<file path="config.mk">
export PLATFORM = sky130hd
export DESIGN_NAME = cpu_bus_bridge
export DESIGN_NICKNAME = d
export VERILOG_FILES = /design/src/rtl/cpu_bus_bridge_pkg.sv /design/src/rtl/cpu_bus_bridge_arbiter.sv /design/src/rtl/cpu_bus_bridge.sv
export SDC_FILE = /design/constraint.sdc
export NUM_CORES = 1
export LEC_CHECK = 0
export CELL_PAD_IN_SITES_DETAIL_PLACEMENT = 0
export CELL_PAD_IN_SITES_GLOBAL_PLACEMENT = 2
export CORE_UTILIZATION = 26
export CTS_CLUSTER_DIAMETER = 200
export DETAILED_ROUTE_END_ITERATION = 10
export PLACE_DENSITY_LB_ADDON = 0.1
export SLEW_MARGIN = 25
export SYNTH_ARGS = -nofsm -noshare
export SYNTH_HDL_FRONTEND = slang
export SYNTH_SLANG_ARGS = --single-unit
export TNS_END_PERCENT = 100
</file>
<file path="constraint.sdc">
create_clock -name clk -period 3.9 [get_ports clk]
set_input_delay 0.78 -clock clk [delete_from_list [all_inputs] [get_ports clk]]
set_output_delay 0.78 -clock clk [all_outputs]
set_load 0.02 [all_outputs]
</file>
<file path="src/rtl/cpu_bus_bridge_pkg.sv">
// Shared types and constants for the CPU-to-bus bridge.
// Latency: none (declarations only).
// Backpressure: none (declarations only).
package cpu_bus_bridge_pkg;

    // Bridge transaction state: idle, address phase, data phase
    typedef enum logic [1:0] {
        IDLE = 2'd0,
        ADDR = 2'd1,
        WAIT = 2'd2
    } state_t;

    // Channel select encoding; a future third channel would widen this
    localparam logic SEL_INST = 1'b0;
    localparam logic SEL_DATA = 1'b1;

    localparam int DEF_ADDR_W = 32;
    localparam int DEF_DATA_W = 32;

endpackage

</file>
<file path="src/rtl/cpu_bus_bridge_arbiter.sv">
// Pending/priority select between the fetch and load/store channels.
// Latency: purely combinational.
// Backpressure: a channel whose done flag is set is no longer pending.
module bridge_arbiter
    import cpu_bus_bridge_pkg::*;
#(
    parameter bit DATA_FIRST = 1'b1
) (
    input  logic inst_req,
    input  logic inst_done,
    input  logic data_req,
    input  logic data_done,
    output logic any_pend,
    output logic sel
);

    logic inst_pend;
    logic data_pend;

    // Fixed-priority pick among channels still waiting for a result
    always_comb begin
        inst_pend = inst_req & ~inst_done;
        data_pend = data_req & ~data_done;
        any_pend  = inst_pend | data_pend;
        if (inst_pend && data_pend) begin
            sel = DATA_FIRST ? SEL_DATA : SEL_INST;
        end else begin
            sel = data_pend ? SEL_DATA : SEL_INST;
        end
    end

endmodule

</file>
<file path="src/rtl/cpu_bus_bridge.sv">
// Merges fetch and load/store channels onto one req/addr_ok/data_ok bus; optional BRIDGE_PERF_CNT_EN adds counters.
// Latency: bus_req in the first request cycle; result registered, stall drops the cycle after data_ok.
// Backpressure: mem_stall holds the pipeline until every live request has its result; addr held until addr_ok.
module cpu_bus_bridge
    import cpu_bus_bridge_pkg::*;
#(
    parameter int ADDR_W     = DEF_ADDR_W,
    parameter int DATA_W     = DEF_DATA_W,
    parameter bit DATA_FIRST = 1'b1
) (
    input  logic                clk,
    input  logic                rst,
    input  logic                inst_req,
    input  logic [ADDR_W-1:0]   inst_addr,
    output logic [DATA_W-1:0]   inst_rdata,
    input  logic                data_req,
    input  logic [DATA_W/8-1:0] data_wen,
    input  logic [ADDR_W-1:0]   data_addr,
    input  logic [DATA_W-1:0]   data_wdata,
    output logic [DATA_W-1:0]   data_rdata,
    output logic                mem_stall,
    output logic                bus_req,
    output logic                bus_wr,
    output logic [DATA_W/8-1:0] bus_wstrb,
    output logic [ADDR_W-1:0]   bus_addr,
    output logic [DATA_W-1:0]   bus_wdata,
    input  logic                bus_addr_ok,
    input  logic                bus_data_ok,
`ifdef BRIDGE_PERF_CNT_EN
    output logic [31:0]         perf_stall_cycles,
    output logic [31:0]         perf_bus_xfers,
`endif
    input  logic [DATA_W-1:0]   bus_rdata
);

    localparam int STRB_W = DATA_W / 8;

    state_t              state;
    state_t              state_nxt;
    logic                inst_done;
    logic                data_done;
    logic                any_pend;
    logic                sel_arb;
    logic                sel_q;
    logic                wr_q;
    logic [STRB_W-1:0]   wstrb_q;
    logic [ADDR_W-1:0]   addr_q;
    logic [DATA_W-1:0]   wdata_q;
    logic                launch;
    logic                xfer_done;

    bridge_arbiter #(.DATA_FIRST(DATA_FIRST)) u_arb (
        .inst_req  (inst_req),
        .inst_done (inst_done),
        .data_req  (data_req),
        .data_done (data_done),
        .any_pend  (any_pend),
        .sel       (sel_arb)
    );

    assign mem_stall = (inst_req & ~inst_done) | (data_req & ~data_done);
    assign launch    = (state == IDLE) && any_pend;
    assign xfer_done = (state == WAIT) && bus_data_ok;

    // State register
    always_ff @(posedge clk) begin
        if (rst) begin
            state <= IDLE;
        end else begin
            state <= state_nxt;
        end
    end

    // Next state and bus drive; IDLE issues straight from the channel inputs so no cycle is lost
    always_comb begin
        state_nxt = state;
        bus_req   = 1'b0;
        bus_wr    = 1'b0;
        bus_wstrb = '0;
        bus_addr  = '0;
        bus_wdata = '0;
        case (state)
            IDLE: begin
                if (any_pend) begin
                    bus_req = 1'b1;
                    if (sel_arb == SEL_DATA) begin
                        bus_wr    = |data_wen;
                        bus_wstrb = data_wen;
                        bus_addr  = data_addr;
                        bus_wdata = data_wdata;
                    end else begin
                        bus_addr  = inst_addr;
                    end
                    state_nxt = bus_addr_ok ? WAIT : ADDR;
                end
            end
            ADDR: begin
                bus_req   = 1'b1;
                bus_wr    = wr_q;
                bus_wstrb = wstrb_q;
                bus_addr  = addr_q;
                bus_wdata = wdata_q;
                if (bus_addr_ok) begin
                    state_nxt = WAIT;
                end
            end
            WAIT: begin
                if (bus_data_ok) begin
                    state_nxt = IDLE;
                end
            end
            default: state_nxt = IDLE;
        endcase
    end

    // Latch the issued command so it stays stable even if the requester misbehaves
    always_ff @(posedge clk) begin
        if (rst) begin
            sel_q   <= SEL_INST;
            wr_q    <= 1'b0;
            wstrb_q <= '0;
            addr_q  <= '0;
            wdata_q <= '0;
        end else if (launch) begin
            sel_q   <= sel_arb;
            wr_q    <= bus_wr;
            wstrb_q <= bus_wstrb;
            addr_q  <= bus_addr;
            wdata_q <= bus_wdata;
        end
    end

    // Capture read data for the owning channel; writes leave data_rdata alone
    always_ff @(posedge clk) begin
        if (rst) begin
            inst_rdata <= '0;
            data_rdata <= '0;
        end else if (xfer_done) begin
            if (sel_q == SEL_INST) begin
                inst_rdata <= bus_rdata;
            end else if (!wr_q) begin
                data_rdata <= bus_rdata;
            end
        end
    end

    // Done flags: clearing on pipeline advance wins, so a result for a dropped request is discarded
    always_ff @(posedge clk) begin
        if (rst) begin
            inst_done <= 1'b0;
            data_done <= 1'b0;
        end else if (!mem_stall) begin
            inst_done <= 1'b0;
            data_done <= 1'b0;
        end else if (xfer_done) begin
            if (sel_q == SEL_INST) begin
                inst_done <= 1'b1;
            end else begin
                data_done <= 1'b1;
            end
        end
    end

`ifdef BRIDGE_PERF_CNT_EN
    // Free-running stall and transfer counters, wrapping naturally
    always_ff @(posedge clk) begin
        if (rst) begin
            perf_stall_cycles <= '0;
            perf_bus_xfers    <= '0;
        end else begin
            if (mem_stall) begin
                perf_stall_cycles <= perf_stall_cycles + 32'd1;
            end
            if (bus_data_ok) begin
                perf_bus_xfers <= perf_bus_xfers + 32'd1;
            end
        end
    end
`endif

endmodule

</file>
* Word level (Yosys, flattened, before mapping)
Index checks and enable logic that the tools add are counted.
Storage, ports and cells: register bits after elaboration 138, latch bits 0, memory bits (writable) 0, ROM bits 0, input bits 138, output and inout port bits 135, memories kept 0
Operators by class: $add $sub $neg 0, multipliers 0, divide/modulo/power cells 0, order comparisons 0, eq/ne operators 5, shift-type cells 0, multiplexer cells 21, bitwise operators 8, reductions and logical operators 10
Operator list (count):
- 32-bit two-way mux | 4
- 32-bit case mux with 2 select lines | 2
- 2-bit two-way mux | 4
- 4-bit two-way mux | 2
- 4-bit case mux with 2 select lines | 1
- 2-bit != test, second input constant | 3
- 2-bit case mux with 3 select lines | 1
- 3-bit AND reduction | 2
- 1-bit two-way mux | 5
- 1-bit NOT | 5
- 1-bit case mux with 2 select lines | 2
- 2-bit AND reduction | 2
- 4-bit OR reduction | 1
- 1-bit logical AND | 3
- 1-bit AND | 2
- 2-bit by 1-bit == test with 1-bit output, second input constant | 1
- 2-bit == test, second input constant | 1
- 2-bit logical NOT | 1
- 2-bit OR reduction | 1
- 1-bit OR | 1

* Longest topological paths before layout
Gate-level depths: netlist of run 1.
depth after elaboration 7, depth in mapped cells 7, mapped depth without buffers 3

* Hierarchy
Synthesis of run 1 repeated with hierarchy kept, for this count alone.
Second synthesis, totals: cell total of the unflattened synthesis 802, area, all modules 6342.3 µm²
Modules (own cells, without submodules):
- cpu_bus_bridge | instances 1, cells each 799, area an instance 6317.3 µm², seq. area each 2762.6 µm²
- bridge_arbiter | instances 1, cells each 3, area an instance 25.0 µm², seq. area each 0.0 µm²

* Worst setup path after synthesis of run 1
Ideal clock, no wire load.
path type input -> output, start input inst_req, end output bus_addr[0], arrival 1.903 ns, required time 3.120 ns, setup slack 1.217 ns, stages 5, cell sequence nand2b_1 -> clkbuf_1 -> a21o_1 -> clkbuf_1 -> o21ai_0
On the way: longest elaborated chain between the ends 6, elaborated cells on any way between the ends 7, classes of those cells mux: 4; bitwise: 2; reduce/logical: 1
RTL lines:
- start: declaration | RTL line cpu_bus_bridge.sv:13 | input logic inst_req,
- 1-bit AND (*) | RTL line cpu_bus_bridge_arbiter.sv:22 | inst_pend = inst_req & ~inst_done;
- 1-bit logical AND | RTL line cpu_bus_bridge_arbiter.sv:25 | if (inst_pend && data_pend) begin
- 1-bit two-way mux | RTL line cpu_bus_bridge_arbiter.sv:25
- 32-bit two-way mux | RTL line cpu_bus_bridge.sv:86 | if (sel_arb == SEL_DATA) begin
- 32-bit two-way mux (*) | RTL line cpu_bus_bridge.sv:84 | if (any_pend) begin
- 32-bit case mux with 2 select lines (*) | RTL line cpu_bus_bridge.sv:82 | case (state)
- end: declaration | RTL line cpu_bus_bridge.sv:25 | output logic [ADDR_W-1:0] bus_addr,
Mark *: on every way between the ends. The rest lies on a longest branch, timed or not.

* Worst setup path after layout of run 1
start input data_req, end output bus_addr[5]
On the way: longest elaborated chain between the ends 6, elaborated cells on any way between the ends 8, classes of those cells mux: 5; bitwise: 2; reduce/logical: 1
RTL lines:
- start: declaration | RTL line cpu_bus_bridge.sv:16 | input logic data_req,
- 1-bit AND (*) | RTL line cpu_bus_bridge_arbiter.sv:23 | data_pend = data_req & ~data_done;
- 1-bit two-way mux or 1-bit logical AND (tied branches) | RTL line cpu_bus_bridge_arbiter.sv:28, cpu_bus_bridge_arbiter.sv:25
- 1-bit two-way mux | RTL line cpu_bus_bridge_arbiter.sv:25
- 32-bit two-way mux | RTL line cpu_bus_bridge.sv:86
- 32-bit two-way mux (*) | RTL line cpu_bus_bridge.sv:84
- 32-bit case mux with 2 select lines (*) | RTL line cpu_bus_bridge.sv:82
Marked as above.

==> results by stage, run 1 <==
Clock tree:
- The CTS tree is done.
- The root buffer cell is sky130_fd_sc_hd__clkbuf_16.
- The number of gates resized after CTS was 0.
- The clock passes through at most 2 buffers.
- The clock transition time at the flip-flop clock pins of the worst setup and hold paths is 0.06 ns.
- The H-tree depth reported by CTS is 4.
- The number of clock sinks seen by CTS is ~140.
- At the later pin of the worst-skew pair, clock insertion delay measures around 0.43 ns.
- The quantity of hold-fixing buffers added after cts is 0.
- The count of buffers added by post-CTS timing repair for setup is 0.
- The total clock buffers created by CTS is 17.

Finish:
- 0 antenna diodes ended up in the layout.
- The library cells used most frequently in the layout, excluding fill and tap cells, are sky130_fd_sc_hd__clkdlybuf4s50_1 (271), sky130_fd_sc_hd__nand2_1 (238), sky130_fd_sc_hd__dfxtp_1 (138).
- Fill cells in the final layout number between 2000 and 3000.
- The layout cell share with drive strength beyond 1 is under 10%.
- The post-route standard cell area excluding fillers is 0.0104 mm².
- Leaving out fill and tap cells, the most frequent cell in the layout is sky130_fd_sc_hd__clkdlybuf4s50_1.
- The area growth from synthesis to layout is 51.9%.
- The final design utilization is between 40% and 50%.
- For this run, the post-layout net count is about 1200.

Worst setup path:
- The launch point of the critical path is data_req.
- The endpoint required time on the critical path is approximately 3.1 ns.
- The peak per-stage delay on the critical path is 0.67 ns.
- The worst-path maximum fanout is 32.
- The slowest cell on the critical path is sky130_fd_sc_hd__clkdlybuf4s50_1.
- The element type at the critical path end is a primary output.
- The startpoint of the lowest-slack register-to-register path is state[1].
- Walking the worst path, the cells encountered are clkdlybuf4s50_1, nand2b_4, a21o_1, buf_4, o21ai_0, clkdlybuf4s50_1.
- By startpoint and endpoint, the worst setup path is classified as in2out.
- The critical path launch point type is an input port.
- The cell that appears most often on the critical path is sky130_fd_sc_hd__clkdlybuf4s50_1.
- The arrival time reported for the critical path endpoint is around 2.8 ns.

Synthesis:
- Counting flops and latches in the post-synthesis netlist gives 138.
- The proportion of synthesized flip-flops having asynchronous set or reset is 0%.
- A synthesized cell averages between 8 and 9 µm².
- The synthesized cell area is approximately 0.0068 mm².
- The synthesized design contains 0 enable-type register cells.
- Yosys printed 0 warnings.
- Counting every net in the synthesized netlist gives approximately 980.
- The commonest register cell after synthesis is sky130_fd_sc_hd__dfxtp_1.
- The share of synthesized area occupied by flip-flops and latches is 40.5%.
- The post-synthesis cell count is around 840.
- The distinct cell type count of the synthesized netlist is 33.

Power and ir drop:
- Dividing total power by cell area gives a power density of just under 400 mW/mm².
- Summing internal, switching and leakage power gives between 3 and 4 mW.
- The analysis attributes to cell leakage a power of ~3.8 nW.
- Across the VDD grid, the largest voltage drop is between 0.15 and 0.2 mV.

Global routing:
- The number of antenna violations at the first check in global routing is 0.
- The first global-routing pass estimated roughly 35000 µm of wire.
- The number of global-route vias before repair is approximately 6400.
- The global router's overall resource usage is 16.4%.
- The total congestion overflow after global routing is 0.
- Entering global routing, the biggest net connects approximately 90 pins.

Timing:
- Setup violations remaining at the end of the flow were counted as 0.
- The clock arrives with 0.0195 ns of skew.
- The hold violation count in the final report came to 0.
- The final-layout setup total negative slack is 0 ns.
- The remaining max-slew budget at the tightest pin is between 40% and 50%.
- The period utilization is 92.9%.
- The smallest clock period supported by the final layout is computed as approximately 3.6 ns.
- The final-report max-slew violation count was 0.
- The top achievable clock speed is roughly 280 MHz.
- At the pin with the least slew margin, the transition time is about 0.82 ns.
- Setup repair after global routing left no endpoint under its margin.

Floorplan:
- In this run the vertical extent of the chip is around 160 µm.
- The number of ports placed on the die boundary is ~270.
- The die is approximately 160 µm wide.
- Row generation in the floorplan step produced 58 rows.
- The die covers ~0.027 mm².
- The starting density of the core is a little over a quarter.
- The core area is approximately 0.025 mm².

Placement:
- The placed instances occupy a cell area of between 0.009 and 0.01 mm².
- Detailed placement ended at an HPWL of approximately 15000 µm.
- The last weighted congestion value of the routability-driven placer is between 0.6 and 0.7.
- The count of input and output buffers is between 200 and 300.

Routing:
- The number of DRC markers in iteration 0 is 284.
- The number of optimization iterations in the first detailed-route pass is 4.
- Summed over all layers, the routed wires come to roughly 22000 µm.
- The ratio of routed vias to standard cells is 4.52.
- The routed via count is around 6400.
- The post-detailed-route wirelength per cell is 15.4 µm.
- The count of nets left with antenna violations after detail routing is 0.
- After detailed routing, the number of remaining DRC violations is 0.

Min path:
- The worst hold path startpoint is inst_rdata[19].
- The path class of the tightest hold or removal check is reg2reg.

Run status:
- The run finished with clean final reports.

Run:
- The max-cap check violation count is 0.
[registers in the layout, summed over array words and instances, names as in the netlist]
| signal | count |
|---|---|
| wr_q | 1 |
| wdata_q | 32 |
| inst_done | 1 |
| wstrb_q | 4 |
| addr_q | 32 |
| state | 2 |
| inst_rdata | 32 |
| sel_q | 1 |
| data_rdata | 32 |
| data_done | 1 |
[per-stage QoR]
step	setup WS [ns]	hold slack (ns)	std cells
2_1_floorplan	1.22	0.450	837
6_report	0.277	0.455	1417
4_1_cts	0.273	0.456	1417
3_3_place_gp	0.321	0.443	1385
5_1_grt	0.180	0.469	1417
3_5_place_dp	0.299	0.447	1385
[critical path, delay by kind of cell]
family | cells | cell delay, ns
and+or+nand+nor | 1 | 0.14
buffers and inverters | 3 | 1.43
AOI/OAI and AO/OA | 2 | 0.49
[kinds of logic (layout without fill, tap and decap cells)]
logic type | count (synthesis) | after routing | share of synthesized area, %
flops | 138 | 138 | 40.5
buf+inv | 75 | 325 | 5.69
mux | 64 | 64 | 9.40
simple gates | 420 | 420 | 29.6
compound gates | 140 | 140 | 14.8
[where the power goes]
part	internal (mW)	leakage [nW]	switching, mW	total (mW)
Clock	0.843	0.271	0.736	1.58
Sequential	1.49	1.13	0.0437	1.53
Combinational	0.426	2.43	0.448	0.875
[worst paths after layout]
check             slack [ns]              to  cells after the start
setup reg to reg        1.91       addr_q[0]                      4
setup / recovery        0.28     bus_addr[5]                      6
hold / removal          0.45  inst_rdata[19]                      2
hold reg to reg         0.45  inst_rdata[19]                      2
[layout make-up]
class | instances | area (µm²) | share of cell area, %
Clock buffer | 18 | 429 | 4.15
Clock inverter | 14 | 131 | 1.27
Tap cell | 330 | 413 | 3.99
Multi-Input combinational cell | 624 | 3710 | 35.9
Sequential cell | 138 | 2760 | 26.7
Timing Repair Buffer | 290 | 2890 | 27.9
Inverter | 3 | 11.3 | 0.109
[metal layers]
layer / track usage (%) / wire (µm) / up-vias
met3: 4.34 / 1320 / 11
met2: 27.3 / 10200 / 168
met1: 20.7 / 10200 / 2952
met4: 4.46 / 159 / 0
li1: - / - / 3277
met5: 0 / 0 / -
[synthesized netlist by cell type, types with 2 or more instances]
library cell | count | area (µm²)
sky130_fd_sc_hd__buf_6 | 8 | 90.1
sky130_fd_sc_hd__nand2_1 | 238 | 893
sky130_fd_sc_hd__nor2_1 | 3 | 11.3
sky130_fd_sc_hd__buf_2 | 16 | 80.1
sky130_fd_sc_hd__mux2i_1 | 64 | 641
sky130_fd_sc_hd__a21oi_1 | 33 | 165
sky130_fd_sc_hd__o21ai_0 | 32 | 160
sky130_fd_sc_hd__o41ai_1 | 2 | 17.5
sky130_fd_sc_hd__o211ai_1 | 2 | 15.0
sky130_fd_sc_hd__o22ai_1 | 37 | 231
sky130_fd_sc_hd__o211ai_2 | 30 | 375
sky130_fd_sc_hd__inv_1 | 3 | 11.3
sky130_fd_sc_hd__dfxtp_1 | 138 | 2760
sky130_fd_sc_hd__buf_4 | 7 | 52.6
sky130_fd_sc_hd__nand3_1 | 32 | 160
sky130_fd_sc_hd__clkbuf_1 | 38 | 143
sky130_fd_sc_hd__buf_1 | 3 | 11.3
sky130_fd_sc_hd__nand2b_1 | 104 | 651
sky130_fd_sc_hd__nor2b_1 | 33 | 206
No activity file was read; power rests on OpenSTA's default activity.
==> inputs of run 2 (changes only) <==
--- a/config.mk
+++ b/config.mk
@@ -11,7 +11,8 @@
 export CTS_CLUSTER_DIAMETER = 200
 export DETAILED_ROUTE_END_ITERATION = 10
 export PLACE_DENSITY_LB_ADDON = 0.1
-export SLEW_MARGIN = 25
+export RECOVER_POWER = 25
+export SLEW_MARGIN = 10
 export SYNTH_ARGS = -nofsm -noshare
 export SYNTH_HDL_FRONTEND = slang
 export SYNTH_SLANG_ARGS = --single-unit
==> run 2 against run 1 <==
Effect of this change: the run now ends with capacitance limit, slew limit left; core utilization is 0.16 points lower; clock power barely moved; setup slack lost 0.058 ns; design area fell by 0.39%; sequential cell count did not move; die area did not move; sequential power about the same; total power shrank 0.23%; non-clock buffer count is the same; global-route usage stayed put; first-iteration DRC count rose by 5.6%; combinational power fell by 0.7%; largest power group unchanged.
==> results by stage, run 2 (synthesis results as in run 1) <==
Run status:
- The flow ran to the end, but the final reports show violations.
- The final reports fail on capacitance limit, slew limit.

Clock tree:
- The total clock buffers created by CTS is 17.
- The tree is rooted in a sky130_fd_sc_hd__clkbuf_16.
- Clock-pin slew was measured on the worst setup and hold paths at roughly 0.070 ns.
- The number of gates given a new drive strength after cts is 0.
- TritonCTS built the clock tree.
- Counting every sink on the clock net gives between 100 and 150.
- Post-CTS timing repair inserted 0 buffers for setup.
- The maximum clock path buffer count is 2.
- The quantity of hold-fixing buffers added after cts is 0.
- The later-pin clock latency in the skew report is roughly 0.43 ns.
- The H-tree generated during clock tree synthesis spans 4 levels.

Routing:
- The met2 layer wire length in the routed design is slightly above 10000 µm.
- In the routed layout, each cell is associated on average with a via count of ~4.5.
- Signal routing reaches up to met4.
- The number of DRC markers in iteration 0 is 300.
- Summed over all nets, wire length on met3 after detailed routing comes to 1360 µm.
- Before antenna repair, the detailed router went through 4 iterations.
- For this run, design rule violations remaining after detail routing come to 0.
- The routed via count is 6411.
- In the final routed layout, each cell accounts on average for approximately 15 µm.
- After detailed routing, the wire length on met1 is around 10000 µm.
- The count of nets left with antenna violations after detail routing is 0.
- The total routed wirelength is approximately 22000 µm.

Timing:
- Hold timing on the final database bottoms out at a slack of around 0.45 ns.
- After layout, the minimum clock period comes to between 3 and 4 ns.
- The top achievable clock speed is about 270 MHz.
- Measured against its own limit, the worst slew margin works out to -15.1%.
- The hold violation count in the final report is 0.
- The worst-case clock skew is around 0.022 ns.
- Of the available clock period, the critical path in the final layout requires between 90% and 100%.
- The final count of negative-setup-slack endpoints is 0.
- For the final routed database, the setup TNS stands at 0 ns.
- At the pin with the least slew margin, the transition time is around 1.7 ns.
- The final-report max-slew violation count is 35.
- Setup repair after global routing left no endpoint under its margin.

Worst setup path:
- The largest single stage delay on the critical path is about 0.67 ns.
- The worst-path maximum fanout is 32.
- The endpoint required time on the critical path is about 3.1 ns.
- For flop-to-flop paths, the worst setup slack is 1.08 ns.
- The element type at the critical path end is a primary output.
- The cell family with the largest share of critical-path delay is buffers and inverters.
- The arrival time reported for the critical path endpoint is between 2 and 3 ns.
- STA classifies the critical path startpoint as an input port.
- The worst setup path is of the in2out kind.
- Together, buffers and inverters on the worst path number 3.
- On the critical path, the stage with the largest delay is an instance of sky130_fd_sc_hd__clkdlybuf4s50_1.
- Walking the worst path, the cells encountered are dlygate4sd3_1, nand2b_4, a21o_1, buf_4, o21ai_0, clkdlybuf4s50_1.

Min path:
- The worst min-delay path class is reg2reg.

Floorplan:
- The full die area is between 0.02 and 0.03 mm².
- around 270 I/O pins were placed.
- After floorplanning, the core was sized to cover around 0.025 mm².
- The initial utilization of the core area, before any placement, comes to about 27%.
- The initialized floorplan defines 58 standard-cell rows.
- The die extent in x is 164 µm.
- The height of the die is about 160 µm.

Finish:
- The layout cell share with drive strength beyond 1 is between 7 and 8%.
- The repair_antennas step left the layout with diodes totalling 0.
- The library cells used most frequently in the layout, excluding fill and tap cells, are sky130_fd_sc_hd__clkdlybuf4s50_1 (262), sky130_fd_sc_hd__nand2_1 (238), sky130_fd_sc_hd__dfxtp_1 (138).
- The final-layout fill cell count is between 2000 and 3000.
- The total number of nets in the final design is 1212.
- Leaving out fill and tap cells, the most frequent cell in the layout is sky130_fd_sc_hd__clkdlybuf4s50_1.
- Compared with the post-synthesis result, the final layout area differs by 51.3%.

Placement:
- The last weighted congestion value of the routability-driven placer is 0.699.
- The count of input and output buffers is ~270.
- The HPWL after detailed placement is around 15000 µm.

Run:
- The max-cap check violation count is 1.

Global routing:
- The total congestion overflow after global routing is 0.
- The number of antenna violations at the first check in global routing is 0.
- The number of global-route vias before repair is 6405.
- The global router's overall resource usage is between 10% and 20%.
- The global-route wire length before repair is between 30000 and 40000 µm.
- Entering global routing, the biggest net connects 91 pins.

Power and ir drop:
- The power density over cell area is 386 mW/mm².
- The highest ir drop seen on vdd is around 0.17 mV.
- In this run the static leakage power is about 3.8 nW.
## run 2: changes by cell type in the layout (fill, tap and decap cells not counted)
cell                              change
sky130_fd_sc_hd__clkdlybuf4s50_1      -9
sky130_fd_sc_hd__a21oi_1              +1
sky130_fd_sc_hd__clkbuf_1             +3
sky130_fd_sc_hd__buf_4                -4
sky130_fd_sc_hd__a21oi_4              -1
sky130_fd_sc_hd__clkbuf_2             +1
sky130_fd_sc_hd__dlygate4sd3_1        +9
sky130_fd_sc_hd__nor4bb_1             +1
sky130_fd_sc_hd__nor4bb_4             -1
## run 2: through the flow
| stage | setup slack (ns) | cell area [µm²] | utilization (%) | total power, mW | std cells |
|---|---|---|---|---|---|
| global route | 0.120 | 10300 | 40.5 | 4.18 | 1417 |
| finish | 0.219 | 10300 | 40.5 | 3.98 | 1417 |
| floorplan | 1.22 | 6820 | - | 2.03 | 837 |
| CTS | 0.273 | 10400 | 40.6 | 4.07 | 1417 |
| detailed placement | 0.299 | 9790 | 38.4 | 2.45 | 1385 |
| global placement | 0.321 | 9790 | 38.4 | 2.45 | 1385 |
## run 2: worst min-delay path, cell delays in order (launching register included)
cell and delay, ns:
sky130_fd_sc_hd__dfxtp_1 0.31, sky130_fd_sc_hd__nand2_1 0.05, sky130_fd_sc_hd__a21oi_1 0.05
## run 2: where the power goes
part           switching, mW  internal (mW)
combinational          0.447          0.422
sequential            0.0427           1.49
clock                  0.735          0.843
## run 2: worst paths after layout
check,start,to,cells after the start
worst min register to register,inst_rdata[10],inst_rdata[10],2
worst max-delay path,data_req,bus_addr[5],6
worst min-delay path,inst_rdata[10],inst_rdata[10],2
worst max register to register,inst_done,wr_q,5
## run 2: area by class of cell
class | count | area, µm² | share of cell area, %
multi-input combinational | 624 | 3690 | 35.8
tap | 330 | 413 | 4.00
timing repair buffer | 290 | 2880 | 27.9
clock buffer | 18 | 429 | 4.16
inverter | 3 | 11.3 | 0.109
clock inverter | 14 | 131 | 1.27
sequential | 138 | 2760 | 26.8
## run 2: metal layers
layer	vias to the layer above	global-route usage, %
met3	11	4.34
li1	3276	-
met1	2950	20.7
met2	174	27.3
met5	-	0
met4	0	4.46
